[config.mk]
export PLATFORM = sky130hd
export DESIGN_NAME = uart_loader
export DESIGN_NICKNAME = d
export VERILOG_FILES = /design/src/rtl/uart_loader.sv
export SDC_FILE = /design/constraint.sdc
export NUM_CORES = 1
export LEC_CHECK = 0
export CORE_MARGIN = 1
export CORE_UTILIZATION = 55
export CTS_CLUSTER_SIZE = 16
export DETAILED_ROUTE_END_ITERATION = 16
export HOLD_SLACK_MARGIN = 0.02
export PLACE_DENSITY = 0.86
export SYNTH_ARGS = -nofsm -noshare
export SYNTH_HDL_FRONTEND = slang
export SYNTH_SLANG_ARGS = --single-unit
export TNS_END_PERCENT = 1
[constraint.sdc]
create_clock -name clk -period 2.4 [get_ports clk]
set_input_delay 0.48 -clock clk [delete_from_list [all_inputs] [get_ports clk]]
set_output_delay 0.48 -clock clk [all_outputs]
set_load 0.01 [all_outputs]
[src/rtl/uart_loader.sv]
// UART frame loader: receives 3-byte frames {hdr, hi, lo} and presents 16-bit words.
// Optional even parity per byte is enabled by defining UART_LOADER_PARITY_EN.
module uart_loader #(
    parameter int CLKS_PER_BIT = 868,
    parameter int GAP_BITS     = 32
) (
    input  logic        clk,
    input  logic        reset,
    input  logic        rx,
    output logic        uart_en,
    output logic [1:0]  uart_sel,
    output logic [15:0] uart_data,
    output logic        frame_err,
    output logic        busy
);

    localparam int BAUD_W    = $clog2(CLKS_PER_BIT + 1);
    localparam int GAP_LIMIT = GAP_BITS * CLKS_PER_BIT;
    localparam int GAP_W     = $clog2(GAP_LIMIT + 1);
    localparam logic [BAUD_W-1:0] BAUD_LAST = BAUD_W'(CLKS_PER_BIT - 1);
    localparam logic [BAUD_W-1:0] HALF_LAST = BAUD_W'(CLKS_PER_BIT / 2 - 1);
    localparam logic [GAP_W-1:0]  GAP_LAST  = GAP_W'(GAP_LIMIT - 1);
    localparam logic [5:0]        HDR_TAG   = 6'b101001;

    typedef enum logic [2:0] {
        IDLE, START, DATA,
`ifdef UART_LOADER_PARITY_EN
        PARITY,
`endif
        STOP
    } rx_state_t;

    typedef enum logic [1:0] {HDR, HI, LO} asm_state_t;

    logic              meta_q, sync_q;
    rx_state_t         rx_state_q, rx_state_d;
    logic [BAUD_W-1:0] baud_q, baud_d;
    logic [2:0]        bit_q, bit_d;
    logic [7:0]        shift_q, shift_d;
    asm_state_t        asm_state_q, asm_state_d;
    logic [1:0]        sel_q, sel_d;
    logic [7:0]        hi_q, hi_d;
    logic [GAP_W-1:0]  gap_q, gap_d;
    logic              uart_en_q, uart_en_d;
    logic [1:0]        uart_sel_q, uart_sel_d;
    logic [15:0]       uart_data_q, uart_data_d;
    logic              frame_err_q, frame_err_d;
    logic              busy_q, busy_d;
    logic              byte_ok_s, byte_bad_s, gap_timeout_s;
    logic              par_err_s;
`ifdef UART_LOADER_PARITY_EN
    logic              par_err_q, par_err_d;
    assign par_err_s = par_err_q;
`else
    assign par_err_s = 1'b0;
`endif

    // Byte receiver: mid-bit sampling driven by a single baud counter
    always_comb begin
        rx_state_d = rx_state_q;
        baud_d     = baud_q;
        bit_d      = bit_q;
        shift_d    = shift_q;
        byte_ok_s  = 1'b0;
        byte_bad_s = 1'b0;
`ifdef UART_LOADER_PARITY_EN
        par_err_d  = par_err_q;
`endif
        case (rx_state_q)
            IDLE: begin
                baud_d = '0;
                bit_d  = 3'd0;
                if (!sync_q) begin
                    rx_state_d = START;
                end else begin
                    rx_state_d = IDLE;
                end
            end
            START: begin
                if (baud_q == HALF_LAST) begin
                    baud_d     = '0;
                    rx_state_d = sync_q ? IDLE : DATA;
                end else begin
                    baud_d = baud_q + 1'b1;
                end
            end
            DATA: begin
                if (baud_q == BAUD_LAST) begin
                    baud_d  = '0;
                    shift_d = {sync_q, shift_q[7:1]};
                    bit_d   = bit_q + 3'd1;
                    if (bit_q == 3'd7) begin
`ifdef UART_LOADER_PARITY_EN
                        rx_state_d = PARITY;
`else
                        rx_state_d = STOP;
`endif
                    end else begin
                        rx_state_d = DATA;
                    end
                end else begin
                    baud_d = baud_q + 1'b1;
                end
            end
`ifdef UART_LOADER_PARITY_EN
            PARITY: begin
                if (baud_q == BAUD_LAST) begin
                    baud_d     = '0;
                    par_err_d  = sync_q ^ (^shift_q);
                    rx_state_d = STOP;
                end else begin
                    baud_d = baud_q + 1'b1;
                end
            end
`endif
            STOP: begin
                if (baud_q == BAUD_LAST) begin
                    baud_d     = '0;
                    rx_state_d = IDLE;
                    if (sync_q && !par_err_s) begin
                        byte_ok_s = 1'b1;
                    end else begin
                        byte_bad_s = 1'b1;
                    end
                end else begin
                    baud_d = baud_q + 1'b1;
                end
            end
            default: begin
                rx_state_d = IDLE;
                baud_d     = '0;
            end
        endcase
    end

    // Frame assembler and inter-byte gap supervision; a delivered byte beats a timeout
    always_comb begin
        asm_state_d   = asm_state_q;
        sel_d         = sel_q;
        hi_d          = hi_q;
        uart_en_d     = 1'b0;
        uart_sel_d    = uart_sel_q;
        uart_data_d   = uart_data_q;
        frame_err_d   = 1'b0;
        gap_timeout_s = (asm_state_q != HDR) && (rx_state_q == IDLE) && (gap_q == GAP_LAST);
        if ((asm_state_q != HDR) && (rx_state_q == IDLE) && (rx_state_d == IDLE)) begin
            gap_d = gap_q + 1'b1;
        end else begin
            gap_d = '0;
        end
        if (byte_bad_s) begin
            frame_err_d = 1'b1;
            asm_state_d = HDR;
        end else if (byte_ok_s) begin
            case (asm_state_q)
                HDR: begin
                    if (shift_q[7:2] == HDR_TAG) begin
                        sel_d       = shift_q[1:0];
                        asm_state_d = HI;
                    end else begin
                        frame_err_d = 1'b1;
                    end
                end
                HI: begin
                    hi_d        = shift_q;
                    asm_state_d = LO;
                end
                LO: begin
                    uart_en_d   = 1'b1;
                    uart_sel_d  = sel_q;
                    uart_data_d = {hi_q, shift_q};
                    asm_state_d = HDR;
                end
                default: asm_state_d = HDR;
            endcase
        end else if (gap_timeout_s) begin
            frame_err_d = 1'b1;
            asm_state_d = HDR;
        end else begin
            asm_state_d = asm_state_q;
        end
        if (asm_state_d != asm_state_q) begin
            gap_d = '0;
        end else begin
            gap_d = gap_d;
        end
        busy_d = (asm_state_d != HDR);
    end

    // State, counters, synchronizer and registered outputs
    always_ff @(posedge clk) begin
        if (!reset) begin
            meta_q      <= 1'b1;
            sync_q      <= 1'b1;
            rx_state_q  <= IDLE;
            baud_q      <= '0;
            bit_q       <= 3'd0;
            shift_q     <= 8'h00;
            asm_state_q <= HDR;
            sel_q       <= 2'b00;
            hi_q        <= 8'h00;
            gap_q       <= '0;
            uart_en_q   <= 1'b0;
            uart_sel_q  <= 2'b00;
            uart_data_q <= 16'h0000;
            frame_err_q <= 1'b0;
            busy_q      <= 1'b0;
`ifdef UART_LOADER_PARITY_EN
            par_err_q   <= 1'b0;
`endif
        end else begin
            meta_q      <= rx;
            sync_q      <= meta_q;
            rx_state_q  <= rx_state_d;
            baud_q      <= baud_d;
            bit_q       <= bit_d;
            shift_q     <= shift_d;
            asm_state_q <= asm_state_d;
            sel_q       <= sel_d;
            hi_q        <= hi_d;
            gap_q       <= gap_d;
            uart_en_q   <= uart_en_d;
            uart_sel_q  <= uart_sel_d;
            uart_data_q <= uart_data_d;
            frame_err_q <= frame_err_d;
            busy_q      <= busy_d;
`ifdef UART_LOADER_PARITY_EN
            par_err_q   <= par_err_d;
`endif
        end
    end

    assign uart_en   = uart_en_q;
    assign uart_sel  = uart_sel_q;
    assign uart_data = uart_data_q;
    assign frame_err = frame_err_q;
    assign busy      = busy_q;

endmodule

Word-level counts from Yosys, hierarchy flattened. Cells that the tools add are included.

Register bits: 74. Input port bits: 3. Logic and storage cells: 80.

Add/subtract/negate cells: 3. Equal/unequal tests: 12. Muxes and demuxes: 29. Bitwise logic cells: 4. Reduce and logical (&&, ||, !) cells: 17.

Operator list (count): $mux W10 (2); $pmux W10 S2 (1); $add A15 B1 Y15 const B (1); $eq A15 B15 Y1 const B (1); $mux W1 (14); $mux W3 (4); $pmux W3 S4 (1); $add A10 B1 Y10 const B (1); $eq A10 B10 Y1 const B (1); $eq A10 B9 Y1 const B (1); $mux W2 (5); $eq A3 B2 Y1 const B (2); $eq A6 B6 Y1 const B (1); $logic_not A3 Y1 (2); $pmux W3 S2 (1); $reduce_and A3 Y1 (2); $reduce_bool A2 Y1 (3); $reduce_or A3 Y1 (2); $not A1 Y1 (4); $pmux W2 S2 (1); $reduce_and A2 Y1 (2); $reduce_and A4 Y1 (1); $add A3 B1 Y3 const B (1); $eq A3 B1 Y1 const B (1); 8 further kinds (10).

Depth between registers and ports, before layout. Gate-level depths: netlist (run 1).

Word-level depth: 8. Gate-level depth with buffers: 8. Depth with buffers taken out: 6.

Least setup slack after synthesis (run 1). Ideal clock, no wire load.

Path type: register -> register. Start point: register gap_q[0]. End point: register busy_q (netlist: busy). Arrival: 1.626 ns. Required time: 2.266 ns. Setup slack: 0.640 ns. Stages on the path, launching flop included: 6. Buffers on the path: 0. Clock period less this slack: 1.760 ns. Path through: dfxtp_1 > ha_1 > nand2_1 > or4_4 > o311ai_4 > a31oi_1.

Cells in the longest elaborated chain, start to end: 6.

Ends and longest elaborated chain: start, declared (RTL line 43) `logic [GAP_W-1:0] gap_q, gap_d;`; start signal, assigned (RTL line 221) `gap_q <= gap_d;`; $eq A15 B15 Y1 (RTL line 145) `gap_timeout_s = (asm_state_q != HDR) && (rx_state_q == IDLE) && (gap_q == GAP_LAST);`; $logic_and A1 B1 Y1 (RTL line 145); $mux W2 (RTL line 176) `end else if (gap_timeout_s) begin`; $mux W2 (RTL line 154) `end else if (byte_ok_s) begin`; $mux W2 (RTL line 151) `if (byte_bad_s) begin`; $reduce_bool A2 Y1 (RTL line 187) `busy_d = (asm_state_d != HDR);`; end signal, assigned (RTL line 226) `busy_q <= busy_d;`; end, declared (RTL line 48) `logic busy_q, busy_d;`.

No other way between the ends. A chain may end at the register's enable or synchronous reset.

Worst setup path in the final report (run 1).
Start point: register gap_q[0]. End point: register asm_state_q[0].

Cells in the longest elaborated chain, start to end: 5.

Ends and longest elaborated chain: $eq A15 B15 Y1 (RTL line 145); $logic_and A1 B1 Y1 (RTL line 145); $mux W2 (RTL line 176); $mux W2 (RTL line 154); $mux W2 (RTL line 151); end signal, assigned (RTL line 218) `asm_state_q <= asm_state_d;`; end, declared (RTL line 40) `asm_state_t asm_state_q, asm_state_d;`.

No other way between the ends.

==> impl_metrics.tcl, run 1 <==
set metrics [dict create \
    area_growth_pct 14.6 \
    clock_skew_ns 0.0122 \
    cp.arrival_ns 2.15 \
    place_inst 438 \
    syn-instance-count 354 \
    async_reset_ff_frac 0 \
    die_w_um 78.0 \
    dp_hpwl_mm 4.28 \
    cts_resized 0 \
    grt_max_degree 40 \
    avgRoutedWirePerCell_um 14.4 \
    drt_wl_total_mm 6.48 \
    post-route-min-period_ns 1.94 \
    core_area_mm2 0.00554 \
    avgSynthCellArea_um2 8.98 \
    synth-xor-area-share 0.0551 \
    final_cell_mix "dfxtp_1, nor2_1, nand3_1, a21oi_1, o21ai_0" \
    seq_area_frac_synth 0.466 \
    required_ns 2.62 \
    drc 0 \
    grt_util_met3 0.0663 \
    period_share 0.807 \
    fill_cells 459 \
    cp_slowest_cell "or4_4" \
    synth_top_family_by_area "simple AND/OR/NAND/NOR gates" \
    synth_fa_ha_area_frac 0.0197 \
    viasPerCell 5.85 \
    root_buffer "clkbuf_8" \
    synth-compound-area-share 0.143 \
    route.vias.total 2637 \
    ys_warn_count 0 \
    synth-seq-cells 74 \
    grt_pass1_vias 2537 \
    initial_utilization 0.574 \
    fin_cells 451 \
    grt_util_all_layers 0.233 \
    path_cells "ha_1 > nand2_1 > or4_4 > o311ai_1 > a21oi_1" \
    rsz0062_at_grt "false" \
    worstMarginPinSlew_ns 0.641 \
    h-tree-depth 3 \
    grt_overflow_total 0 \
    cp_max_fo 6 \
    hold_class "reg2reg" \
    setup_viol 0 \
    cts.path.max_buffers 2 \
    layout-drive-gt1-share 0.0844 \
    port_buffers 23 \
    clk_latency_ns 0.35 \
    cts_hold_buf 0 \
    synthesis.nets 362 \
    outcome "finished clean" \
    final_nets 385 \
    diodes 0 \
    cts.clk_slew.worst_paths_ns 0.07 \
    grt.busiest_layer "met2" \
    finalHoldViolCount 0 \
    postCtsSetupRepairBufs 0 \
    die_area_mm2 0.00609 \
    power.density_mw_per_mm2 599 \
    end_kind "flop" \
    fin_tns_setup_ns 0 \
    muxShareOfSynthArea 0.0283 \
    ant_nets 0 \
    cpPeakStageDelay_ns 0.62 \
    grt_pass1_wl_mm 11.1 \
    fmax_mhz 517 \
    drt_iter0_drc 216 \
    use_met1 0.263 \
    slew_violations 0 \
    antenna_found_initial 0 \
    ir_drop_mv 0.339 \
    final_common_cell "dfxtp_1" \
    synthSimpleGateAreaFrac 0.248 \
    cts_buffers 9 \
    leakagePower_nw 1.22 \
    cts_sinks 74 \
    synth-edff-count 0 \
    drt-pass1-iter-count 6 \
    maxCapViolations 0 \
    syn-cell-area_mm2 0.00318 \
    grtUsageMet2 0.388 \
    cts_tree "yes" \
    dieHeight_um 78.0 \
    place_congestion 0.854 \
    placement_rows 27 \
    io_pins 24 \
    synth_cell_type_count 49 \
    critPathLaunchType "flop" \
    slew_headroom 0.572 \
    synth_ff_type "dfxtp_1" \
    path_class "reg2reg" \
]
## cell families after synthesis
kind of cell | count (synthesis)
DFF | 74
xor gates and xnor gates | 20
and+or+nand+nor | 140
AOI/OAI and AO/OA | 78
buffers and inverters | 27
other | 1
adders and majority gates | 5
muxes | 9
## critical path, delay by kind of cell (launching register included)
kind	cells	cell delay (ns)
AOI/OAI and AO/OA	2	0.46
adders and majority gates	1	0.21
DFF	1	0.36
and+or+nand+nor	2	0.78
## state kept, by name, summed over array words and instances, names as in the netlist, 2 cells and up
name         cells
uart_sel         2
bit_q            3
hi_q             8
sel_q            2
gap_q           15
uart_data       16
shift_q          8
asm_state_q      2
baud_q          10
rx_state_q       3
## power by group
group | switching [W] | internal, W
Combinational | 0.0000206 | 0.0000101
Clock | 0.000426 | 0.000489
Sequential | 0.00000439 | 0.00123
Total | 0.000451 | 0.00173
## cell usage after synthesis (2+ instances only)
| master | count | area (um^2) |
|---|---|---|
| or3_1 | 3 | 18.8 |
| or2_2 | 3 | 18.8 |
| dfxtp_1 | 74 | 1480 |
| clkbuf_1 | 10 | 37.5 |
| nand4bb_1 | 2 | 22.5 |
| o21ai_0 | 30 | 150 |
| o31ai_1 | 2 | 15.0 |
| and4_1 | 3 | 26.3 |
| nand4b_1 | 2 | 17.5 |
| mux2i_1 | 9 | 90.1 |
| nor3b_2 | 2 | 25.0 |
| a21oi_1 | 34 | 170 |
| xnor2_1 | 13 | 114 |
| a31oi_1 | 2 | 12.5 |
| xor2_1 | 7 | 61.3 |
| buf_2 | 4 | 20.0 |
| nand2_1 | 10 | 37.5 |
| nand3_1 | 38 | 190 |
| nor2b_1 | 5 | 31.3 |
| nor3b_1 | 2 | 15.0 |
| nand4_1 | 7 | 43.8 |
| ha_1 | 5 | 62.6 |
| nand2b_1 | 5 | 31.3 |
| nor4_1 | 4 | 25.0 |
| buf_4 | 3 | 22.5 |
| inv_1 | 7 | 26.3 |
| nor2_1 | 39 | 146 |
| and3_1 | 4 | 25.0 |
| nor3_1 | 5 | 25.0 |
## final timing paths
check             startpoint              to  slack, ns  cells after the start
setup / recovery    gap_q[0]  asm_state_q[0]       0.46                      5
hold / removal        meta_q          sync_q       0.42                      1
setup reg to reg    gap_q[0]  asm_state_q[0]       0.46                      5
hold reg to reg       meta_q          sync_q       0.42                      1
## metrics by stage
| stage | total power [W] | hold slack (ns) | util | worst slack (ns) | cell area (um^2) |
|---|---|---|---|---|---|
| after floorplan | 0.00128 | 0.386 | - | 0.640 | 3180 |
| after global placement | 0.00129 | 0.394 | 0.625 | 0.503 | 3460 |
| after detailed placement | 0.00129 | 0.407 | 0.625 | 0.464 | 3460 |
| after CTS | 0.00220 | 0.426 | 0.658 | 0.456 | 3640 |
| after global routing | 0.00226 | 0.448 | 0.658 | 0.338 | 3640 |
| final | 0.00218 | 0.416 | 0.658 | 0.464 | 3640 |
## final cells by class
type	count	area [um^2]	area share
multi-input cells	253	1570	0.431
flip-flops and latches	74	1480	0.407
repair buffers	31	290	0.0797
clock buffers	10	138	0.0378
well taps	72	90.1	0.0247
clock inverters	3	42.5	0.0117
inverters	8	30.0	0.00824
## per-layer routing
layer / wire (um) / vias to the layer above / share of wire
met1: 2800 / 1238 / 0.43
met2: 3240 / 75 / 0.50
met4: 179 / 0 / 0.028
met5: 0 / - / 0
met3: 266 / 18 / 0.041
li1: - / 1306 / -
(Power assumes the default switching activity.)
==> inputs of run 2 (changes only) <==
--- a/config.mk
+++ b/config.mk
@@ -6,11 +6,11 @@
 export NUM_CORES = 1
 export LEC_CHECK = 0
 export CORE_MARGIN = 1
-export CORE_UTILIZATION = 55
+export CORE_UTILIZATION = 52
 export CTS_CLUSTER_SIZE = 16
 export DETAILED_ROUTE_END_ITERATION = 16
 export HOLD_SLACK_MARGIN = 0.02
-export PLACE_DENSITY = 0.86
+export PLACE_DENSITY = 0.85
 export SYNTH_ARGS = -nofsm -noshare
 export SYNTH_HDL_FRONTEND = slang
 export SYNTH_SLANG_ARGS = --single-unit
==> constraint.sdc (replaced) <==
create_clock -name clk -period 1.7 [get_ports clk]
set_input_delay 0.34 -clock clk [delete_from_list [all_inputs] [get_ports clk]]
set_output_delay 0.34 -clock clk [all_outputs]
set_load 0.01 [all_outputs]
==> run 2 against run 1 <==
Total power is 44% higher; critical path type unchanged; clock skew fell by 0.00061 ns; combinational power rose by 72%; largest power group unchanged; utilization up 0.065 points.
==> impl_metrics.tcl, run 2 (synthesis gave the netlist of run 1 again) <==
set metrics [dict create \
    grt_pass1_vias 2461 \
    finalHoldViolCount 0 \
    pwr-share-comb 0.017 \
    place_congestion 0.821 \
    fmax_mhz 613 \
    grt_pass1_wl_mm 11.0 \
    antenna_found_initial 0 \
    core_area_mm2 0.00592 \
    cts_tree "yes" \
    area_growth_pct 22.6 \
    clk_latency_ns 0.35 \
    cp.arrival_ns 1.86 \
    final_common_cell "dfxtp_1" \
    avgRoutedWirePerCell_um 13.7 \
    drc 0 \
    p_sw_frac 0.222 \
    clock_skew_ns 0.0116 \
    drt-pass1-iter-count 4 \
    placement_rows 28 \
    power.switching_w 0.000696 \
    worst-path-buf-inv 0 \
    cts_hold_buf 0 \
    clkPwrFrac 0.428 \
    p_int_w 0.00244 \
    root_buffer "clkbuf_8" \
    ant_nets 0 \
    h-tree-depth 3 \
    die_area_mm2 0.00643 \
    final_nets 406 \
    cp_slowest_cell "or4_4" \
    outcome "finished clean" \
    required_ns 1.93 \
    final_cell_mix "dfxtp_1, nor2_1, nand3_1, a21oi_1, o21ai_0" \
    multi_input_area_mm2 0.00159 \
    grtUsageMet2 0.373 \
    slew_headroom 0.640 \
    grt_max_degree 41 \
    path_cells "nand4bb_1 > or4_4 > o311ai_1 > a21oi_1" \
    initial_utilization 0.537 \
    use_met1 0.275 \
    seq_area_mm2 0.00149 \
    drt_wl_total_mm 6.54 \
    cts.clk_slew.worst_paths_ns 0.08 \
    dieHeight_um 80.2 \
    rsz0062_at_grt "true" \
    pwr-share-seq 0.555 \
    route.vias.total 2650 \
    path_class "reg2reg" \
    crit_family "simple AND/OR/NAND/NOR gates" \
    grt_overflow_total 0 \
    leakagePower_nw 1.35 \
    drt_iter0_drc 134 \
    diodes 0 \
    cts.path.max_buffers 2 \
    power.density_mw_per_mm2 805 \
    layout-drive-gt1-share 0.159 \
    ir_drop_mv 0.504 \
    viasPerCell 5.54 \
    largest_reg_flops 16 \
    worstMarginPinSlew_ns 0.541 \
    cts_sinks 74 \
    cts_buffers 9 \
    period_share 0.959 \
    end_kind "flop" \
    fill_cells 462 \
    cp_max_fo 5 \
    slew_violations 0 \
    whs_ns 0.415 \
    post-route-min-period_ns 1.63 \
    critPathLaunchType "flop" \
    maxCapViolations 0 \
    grt.busiest_layer "met2" \
    die_w_um 80.2 \
    io_pins 24 \
    port_buffers 23 \
    hold_class "reg2reg" \
    grt_util_all_layers 0.224 \
    dp_hpwl_mm 4.39 \
    power.total_w 0.00314 \
    grt_util_met3 0.0534 \
    cpPeakStageDelay_ns 0.60 \
    setup_viol 0 \
    postCtsSetupRepairBufs 0 \
]
run 2: path summary, 6_finish.rpt:
check | start | end | slack [ns] | cells past startpoint
hold / removal | meta_q | sync_q | 0.42 | 1
hold reg to reg | meta_q | sync_q | 0.42 | 1
setup / recovery | gap_q[8] | asm_state_q[0] | 0.07 | 4
setup reg to reg | gap_q[8] | asm_state_q[0] | 0.07 | 4
run 2: cell type report:
| cell class | count | area share |
|---|---|---|
| flip-flops and latches | 74 | 0.382 |
| clock inverters | 6 | 0.0170 |
| clock buffers | 10 | 0.0327 |
| inverters | 8 | 0.00770 |
| multi-input cells | 253 | 0.409 |
| well taps | 75 | 0.0241 |
| repair buffers | 52 | 0.128 |
run 2: what timing repair did:
action / in CTS / in global routing
gates resized for setup: 4 / 8
endpoints found under the hold margin: 0 / 0
pin swaps: 0 / 1
setup endpoints to repair: 11 / 49
run 2: worst register-to-register path: cells and delay by family (launching register included):
family / cells / cell delay [ns]
and+or+nand+nor: 2 / 0.78
AOI/OAI and AO/OA: 2 / 0.41
DFF: 1 / 0.32
run 2: per-layer routing:
| layer | up-vias | wire length, um |
|---|---|---|
| met3 | 9 | 215 |
| met2 | 54 | 3240 |
| met4 | 0 | 83 |
| met1 | 1238 | 3000 |
| met5 | - | 0 |
| li1 | 1349 | - |
run 2: per-stage QoR:
step                cells  setup WS (ns)  area, um^2   TNS, ns   util
floorplan             354         0.0271        3180         0      -
global placement      462         0.0705        3670         0  0.621
detailed placement    462       -0.00299        3670  -0.00433  0.621
CTS                   478         0.0241        3880         0  0.655
global route          478        -0.0135        3900   -0.0219  0.658
finish                478         0.0692        3900         0  0.658
run 2: power by group through the flow:
stage          Clock (W)  Combinational, W  Sequential, W
2_1_floorplan          0         0.0000302        0.00178
3_3_place_gp           0         0.0000516        0.00178
3_5_place_dp           0         0.0000526        0.00178
6_report         0.00134         0.0000527        0.00174
4_1_cts          0.00137         0.0000526        0.00174
5_1_grt          0.00145         0.0000578        0.00174
==> inputs of run 3 (changes only) <==
--- a/config.mk
+++ b/config.mk
@@ -7,6 +7,7 @@
 export LEC_CHECK = 0
 export CORE_MARGIN = 1
 export CORE_UTILIZATION = 52
+export CTS_CLUSTER_DIAMETER = 50
 export CTS_CLUSTER_SIZE = 16
 export DETAILED_ROUTE_END_ITERATION = 16
 export HOLD_SLACK_MARGIN = 0.02
==> results of run 3 <==
No change in the layout: final DEF, timing and power equal those of run 2.
==> variant, RTL diff (settings of run 2) <==
Build with the macro `UART_LOADER_PARITY_EN` defined.
--- a/src/rtl/uart_loader.sv
+++ b/src/rtl/uart_loader.sv
@@ -2,2 +2,4 @@
 // Optional even parity per byte is enabled by defining UART_LOADER_PARITY_EN.
+`define UART_LOADER_PARITY_EN
+
 module uart_loader #(
Formal check against the unedited RTL: same outputs for any inputs over 10 cycles, from zero or initial values and one cycle with reset low; that may be too few to reach the edited logic, so the function may still have changed.
==> variant against run 2 <==
- cell area rose by 2.8%
- highest routed layer unchanged
- power up 10%
- critical path depth increased by 1
- sequential cell count is 1 higher
- critical path type unchanged
- sequential share of layout area fell by 0.52 points
- via count down 4.5%
- setup slack got worse by 0.18 ns
- critical endpoint is now gap_q[4]
- routed wire length down 2.3%
- the run now ends with negative setup slack left
- area after synthesis increased by 0.55%
- largest power group unchanged
==> variant: results (changes against run 2) <==
RD Place Congestion=0.813 (-0.93%); met1 WL=3010 µm (+0.23%); worst relative slew slack=0.773 (+0.134); leakage=0.00157 µW (+16%); WHS Path Cells=1 (unchanged); register area share after synthesis=0.470 (+0.00371); fraction of area in multi-input gates=0.407 (-0.00218); Adder-Cell Fraction of Synth Area=0.0313 (+0.0116); largest net degree at the start of global routing=28 (-32%); DR WL met3=179 µm (-17%); Compound-Gate Fraction of Synth Area=0.0670 (-0.0756); worst reg-to-reg path cell count=5 (+1); status=finished, violations left; maximum vdd drop=553 µV (+9.8%); final wirelength=6390 µm (-2.3%); Worst Setup EP=gap_q[4]; mean post-synth cell area=9.18 µm² (+2.3%); met2 routed WL=3150 µm (-2.7%); Crit-path slowest cell=or4b_1; CP peak stage delay=0.52 ns (-0.08 ns); # clock sinks=75 (+1.4%); buffering overhead=0.127 (-0.00101); post-synthesis mux area share=0.0912 (+0.0629); most frequent cells after synthesis=dfxtp_1 (75), nand2_1 (68), mux2i_1 (28), nor2_1 (28); GR Layer Usage met2=0.360 (-0.0125); GRT Overall Usage=0.212 (-0.0124); initial drt markers=99 (-26%); final layout net count=411 (+1.2%); violated checks=negative setup slack; global routing met1 resource utilization=0.249 (-0.0255); vias in the first global route=2,369 (-3.7%); synth top area cells=dfxtp_1 (47%), mux2i_1 (8.8%), nand2_1 (8.0%); met3 usage=0.0659 (+0.0125); worst setup margin=-0.110 ns (-0.180 ns); crit-path leading delay family=simple AND/OR/NAND/NOR gates; Non-clk invs=7 (-1); vias=2,531 (-4.5%); P_sw=698 µW (+0.26%); share of cells above drive strength 1=0.138 (-0.0205); global-route wire length before repair=10,400 µm (-5.6%); DP Wirelength=4540 µm (+3.3%); Final Skew=0.0131 ns (+0.00155 ns); RR Startpoint=gap_q[8]; ClkCell Share=0.0599 (+0.0102); CP arrival=2.04 ns (+0.18 ns); CP max FO=15 (+10); Final Setup Violations=18 (+18); Hold Path End=sync_q; Logic pwr share=0.019 (+0.002); sequential cell area share=0.377 (-0.00518); TNS Setup=-1.45 ns (-1.45 ns); Non-clk bufs=54 (+3.8%); # fillers=459 (-0.65%); cts repair resizes=1 (-3)
[variant: cell count changes in the layout (fill, tap and decap cells not counted), moves of 3 or more]
cell / run 2 / this run
xor2_1: 7 / 10
nand3_1: 38 / 14
a21oi_1: 33 / 15
ha_1: 4 / 7
mux2i_1: 9 / 28
or2_2: 3 / 0
o21ai_0: 29 / 4
dfxtp_1: 69 / 73
dfxtp_2: 5 / 0
nor2_1: 39 / 28
nand2_1: 10 / 68
[variant: stage by stage]
stage / area, µm² / total power (µW) / utilization / hold slack, ns / instances
5_1_grt: 4010 / 3590 / 0.677 / 0.440 / 480
4_1_cts: 3980 / 3490 / 0.673 / 0.429 / 480
3_5_place_dp: 3740 / 1870 / 0.631 / 0.404 / 464
2_1_floorplan: 3220 / 1840 / - / 0.386 / 348
3_3_place_gp: 3740 / 1870 / 0.631 / 0.390 / 464
6_report: 4010 / 3460 / 0.677 / 0.419 / 480
